$ cat src/rtl/div5bcd.sv
// div5bcd: divides a two-digit BCD number (10*d+u) by 5 using repeated subtraction.
// Latency: done in the cycle after edge floor(V/5)+2 for valid input, after edge 1 for invalid digits.
// Backpressure: ready is high only in IDLE; start is ignored in SUB or DONE and is never queued.
//
// Ports:
//   clk, rst        rising-edge clock, synchronous active-high reset
//   start, d, u     request and BCD tens/units digits, sampled when start=1 and ready=1
//   ready, done     state decodes: IDLE / one-cycle DONE pulse
//   q, r, err       quotient (0..19), remainder (0..4), invalid-digit flag; held until the next load
module div5bcd (
  input  logic       clk,
  input  logic       rst,
  input  logic       start,
  input  logic [3:0] d,
  input  logic [3:0] u,
  output logic       ready,
  output logic       done,
  output logic [4:0] q,
  output logic [2:0] r,
  output logic       err
);

  typedef enum logic [1:0] {
    IDLE = 2'd0,
    SUB  = 2'd1,
    DONE = 2'd2
  } state_t;

  state_t      state;
  state_t      state_nxt;
  logic [6:0]  acc;
  logic [4:0]  count;
  logic        bad_digit;
  logic [6:0]  bin_val;
  logic        acc_ge5;

  assign bad_digit = (d > 4'd9) || (u > 4'd9);
  // 10*d + u as 8*d + 2*d + u; max 99 fits in 7 bits. With a bad digit the
  // value may wrap, but it is never used on that path.
  assign bin_val   = {d, 3'b000} + {2'b00, d, 1'b0} + {3'b000, u};
  assign acc_ge5   = (acc >= 7'd5);

  assign ready = (state == IDLE);
  assign done  = (state == DONE);

  always_comb begin
    state_nxt = state;
    case (state)
      IDLE: begin
        if (start) begin
          state_nxt = bad_digit ? DONE : SUB;
        end
      end
      SUB: begin
        if (!acc_ge5) begin
          state_nxt = DONE;
        end
      end
      DONE:    state_nxt = IDLE;
      default: state_nxt = IDLE;
    endcase
  end

  always_ff @(posedge clk) begin
    if (rst) begin
      state <= IDLE;
      acc   <= 7'd0;
      count <= 5'd0;
      q     <= 5'd0;
      r     <= 3'd0;
      err   <= 1'b0;
    end else begin
      state <= state_nxt;
      case (state)
        IDLE: begin
          if (start) begin
            acc   <= bin_val;
            count <= 5'd0;
            if (bad_digit) begin
              // Invalid request skips SUB and reports immediately.
              q   <= 5'd0;
              r   <= 3'd0;
              err <= 1'b1;
            end
          end
        end
        SUB: begin
          if (acc_ge5) begin
            acc   <= acc - 7'd5;
            count <= count + 5'd1;
          end else begin
            q   <= count;
            r   <= acc[2:0];
            err <= 1'b0;
          end
        end
        default: ;
      endcase
    end
  end

endmodule

$ cat config.mk
export PLATFORM = sky130hd
export DESIGN_NAME = div5bcd
export DESIGN_NICKNAME = d
export VERILOG_FILES = /design/src/rtl/div5bcd.sv
export SDC_FILE = /design/constraint.sdc
export NUM_CORES = 1
export LEC_CHECK = 0
export BUFFER_PORTS_ARGS = -buffer_cell sky130_fd_sc_hd__buf_2
export CAP_MARGIN = 20
export CORE_UTILIZATION = 35
export CTS_CLUSTER_SIZE = 24
export DETAILED_ROUTE_END_ITERATION = 7
export PLACE_DENSITY = 0.56
export SYNTH_ARGS = -nofsm -noshare
export SYNTH_HDL_FRONTEND = slang
export SYNTH_SLANG_ARGS = --single-unit
$ cat constraint.sdc
create_clock -name clk -period 2.5 [get_ports clk]
set_input_delay 0.375 -clock clk [delete_from_list [all_inputs] [get_ports clk]]
set_output_delay 0.375 -clock clk [all_outputs]
set_load 0.02 [all_outputs]
==> impl_metrics.csv <==
group,metric,value,unit
clocking,post_cts_resized,0,
pwr,vdd_ir_drop_max,235.4,µV
clocking,ctsRootBufferMaster,"sky130_fd_sc_hd__clkbuf_4",
floorplan,design.die.area,3892,µm²
cells_and_area,antenna-diode-count,0,
sta,final.hold.worst_slack,325.8,ps
sta,worst_pin_slew,768.8,ps
sta,min_period,2013,ps
clocking,cts_sinks,23,
pwr,power,0.8248,mW
global_route,antenna_found_initial,0,
worst_setup_path,worst-endpoint-required,2730,ps
placement,finalWeightedCongestion,0.7873,
route,ant_nets,0,
route,routed-via-count,1068,
worst_setup_path,critPathArrivalTime,2240,ps
sta,setup_total_negative_slack,0,ps
cells_and_area,areaGrowthSynthToFinish,13.14,%
clocking,max-clock-path-buffers,2,
worst_setup_path,worst_r2r_path_depth,7,
synthesis,synth_warnings,0,
floorplan,core_area,3416,µm²
synthesis,ys_types,35,
synthesis,yosysMostFrequentCell,"sky130_fd_sc_hd__dfxtp_1",
min_path,min_path_type,"input port to flip-flop",
floorplan,die_y,62.39,µm
global_route,number_of_global_route_vias_before_repair,1014,
synthesis,synth_cells,147,
sta,finalClockSkew,5.172,ps
global_route,grt_start_max_net_pins,20,
sta,hold_violations,0,
clocking,clk_transition_reported_paths,130,ps
floorplan,rows,21,
cells_and_area,finalInstanceArea,1444,µm²
synthesis,sequential_cell_area_fraction_in_the_yosys_report,0.3608,
synthesis,synthDominantAreaCellType,"sky130_fd_sc_hd__dfxtp_1",
synthesis,postSynth.asyncResetShare,0,
synthesis,synthesis.nets,170,
synthesis,synthFlopType,"sky130_fd_sc_hd__dfxtp_1",
worst_setup_path,crit_type,"input port to flip-flop",
global_route,globalRouteOverflowTotal,0,
route,drt_first_pass_iters,4,
clocking,ctsHtreeMaxLevel,1,
route,routed_wirelength,2.536,mm
sta,drv_slew,0,
sta,unrepaired_setup_endpoints_after_global_routing,"no",
clocking,clk-insertion-delay-late,320,ps
cells_and_area,post_route_cells_drive_above_1_share,0.1845,
outcome,status,"completed",
clocking,cts_hold_buffers,0,
synthesis,post_synth_edffs,0,
worst_setup_path,cp-end-kind,"flip-flop",
clocking,post-cts-setup-buffers,0,
sta,report.final.setup_viol,0,
pwr,power_leakage,0.6593,nW
global_route,globalRouteTotalUtil,0.1474,
floorplan,ioPinCount,22,
synthesis,synth_top_cell_area_share,0.3608,
worst_setup_path,path_max_fanout,2,
clocking,cts-buffers-inserted,3,
sta,timing.max_slew.rel_slack,0.4858,
placement,detailed_place_hpwl,1.954,mm
synthesis,synth.area.top_cells,"sky130_fd_sc_hd__dfxtp_1, sky130_fd_sc_hd__ha_1, sky130_fd_sc_hd__a22o_1, sky130_fd_sc_hd__nor2_1, sky130_fd_sc_hd__nand2_1",
sta,timing.final.crit_share,0.8052,
pwr,power-per-cell-area,571.2,nW/µm²
clocking,tritoncts_clock_tree,"yes",
placement,dpl_cell_area,1416,µm²
floorplan,dieWidth,62.39,µm
cells_and_area,nets,192,
route,detail_route.wl_per_cell,11.85,µm
route,drt_first_iter_violations,33,
run,drv.max_cap_violation_count,0,
placement,port-buffer-count,21,
floorplan,start_util,0.3736,
global_route,grt_pass1_wl,4.602,mm
synthesis,synth_top_cells_by_count,"sky130_fd_sc_hd__dfxtp_1, sky130_fd_sc_hd__nor2_1, sky130_fd_sc_hd__nand2_1",
sta,fmax,496.8,MHz
synthesis,post_synth_instance_area,1276,µm²
synthesis,postSynthRegisterBits,23,
route,drc_errors,0,
worst_setup_path,timing.critical_path.from_type,"input port",
route,avgViaCountPerCell,4.991,
min_path,hold_path_depth,3,
synthesis,syn_avg_cell_area,8.682,µm²
-- metal layers --
metal,share of wire,GRT usage
met1,0.47,0.1852
met2,0.49,0.2473
met3,0.026,0.03285
met4,0.016,0.05233
met5,0,0
-- cell families (layout without fill, tap and decap cells) --
family                     Yosys count  count (layout)  share of synthesized area
adders and majority gates           12              12                     0.1294
DFF                                 23              23                     0.3608
and+or+nand+nor                     50              50                     0.1951
xor gates and xnor gates             7               7                    0.04804
AOI/OAI and AO/OA                   39              39                     0.2108
buffers and inverters               16              37                    0.05588
-- through the flow --
stage | utilization | setup WS (ps) | instances
2_1_floorplan | - | 331.8 | 147
3_3_place_gp | 0.4147 | 178.9 | 210
3_5_place_dp | 0.4147 | 141.5 | 210
4_1_cts | 0.4227 | 471.4 | 214
5_1_grt | 0.4227 | 257.2 | 214
6_report | 0.4227 | 487.0 | 214
-- worst max-delay path, stage by stage --
cell                       delay [ps]
sky130_fd_sc_hd__buf_2             90
sky130_fd_sc_hd__inv_1             50
sky130_fd_sc_hd__fa_1             580
sky130_fd_sc_hd__inv_1             60
sky130_fd_sc_hd__ha_1             280
sky130_fd_sc_hd__a21o_1           150
sky130_fd_sc_hd__a21oi_1          160
sky130_fd_sc_hd__xnor2_1          130
sky130_fd_sc_hd__nand2_1           70
sky130_fd_sc_hd__a311oi_1         280
-- cells in the final DEF, fill, tap and decap left out, types with 2 or more instances in the layout --
cell type                  Yosys  final
sky130_fd_sc_hd__buf_2         0     21
sky130_fd_sc_hd__nand4_1       2      2
sky130_fd_sc_hd__xor2_1        5      5
sky130_fd_sc_hd__inv_1        11     11
sky130_fd_sc_hd__nor2_1       18     18
sky130_fd_sc_hd__a21oi_1       9      9
sky130_fd_sc_hd__nand2b_1      5      5
sky130_fd_sc_hd__nand2_1      13     13
sky130_fd_sc_hd__nor3_1        3      3
sky130_fd_sc_hd__a22o_1        8      8
sky130_fd_sc_hd__xnor2_1       2      2
sky130_fd_sc_hd__dfxtp_1      23     23
sky130_fd_sc_hd__clkbuf_4      0      3
sky130_fd_sc_hd__ha_1         10     10
sky130_fd_sc_hd__nand3_1       3      3
sky130_fd_sc_hd__o31ai_1       2      2
sky130_fd_sc_hd__fa_1          2      2
sky130_fd_sc_hd__o21ai_0       9      9
sky130_fd_sc_hd__a22oi_1       2      2
-- flip-flops by register name, summed over array words and instances, names as in the netlist --
name,flops
acc,7
err,1
q,5
state,2
r,3
count,5
-- worst paths after layout --
kind,end,slack (ps),startpoint
setup / recovery,acc[5]$_SDFFE_PP0P_,490,d[0]
hold / removal,state[0]$_SDFFE_PP0P_,330,start
setup reg to reg,r[0]$_SDFFE_PP0P_,490,acc[1]$_SDFFE_PP0P_
hold reg to reg,q[2]$_SDFFE_PP0P_,490,q[2]$_SDFFE_PP0P_
-- final cells by class --
cell class	count	area, µm²
Clock buffer	3	22.52
Clock inverter	1	5.005
Fill cell	370	1972
Inverter	11	41.29
Multi-Input combinational cell	108	744.5
Sequential cell	23	460.4
Tap cell	46	57.56
Timing Repair Buffer	22	112.6
-- power breakdown --
group	switching (mW)	leakage, nW	internal (mW)
clock	0.117	0.0177	0.0599
combinational	0.130	0.454	0.0990
sequential	0.0303	0.187	0.389
total	0.277	0.659	0.548
Power figures use the tool's default switching activity.
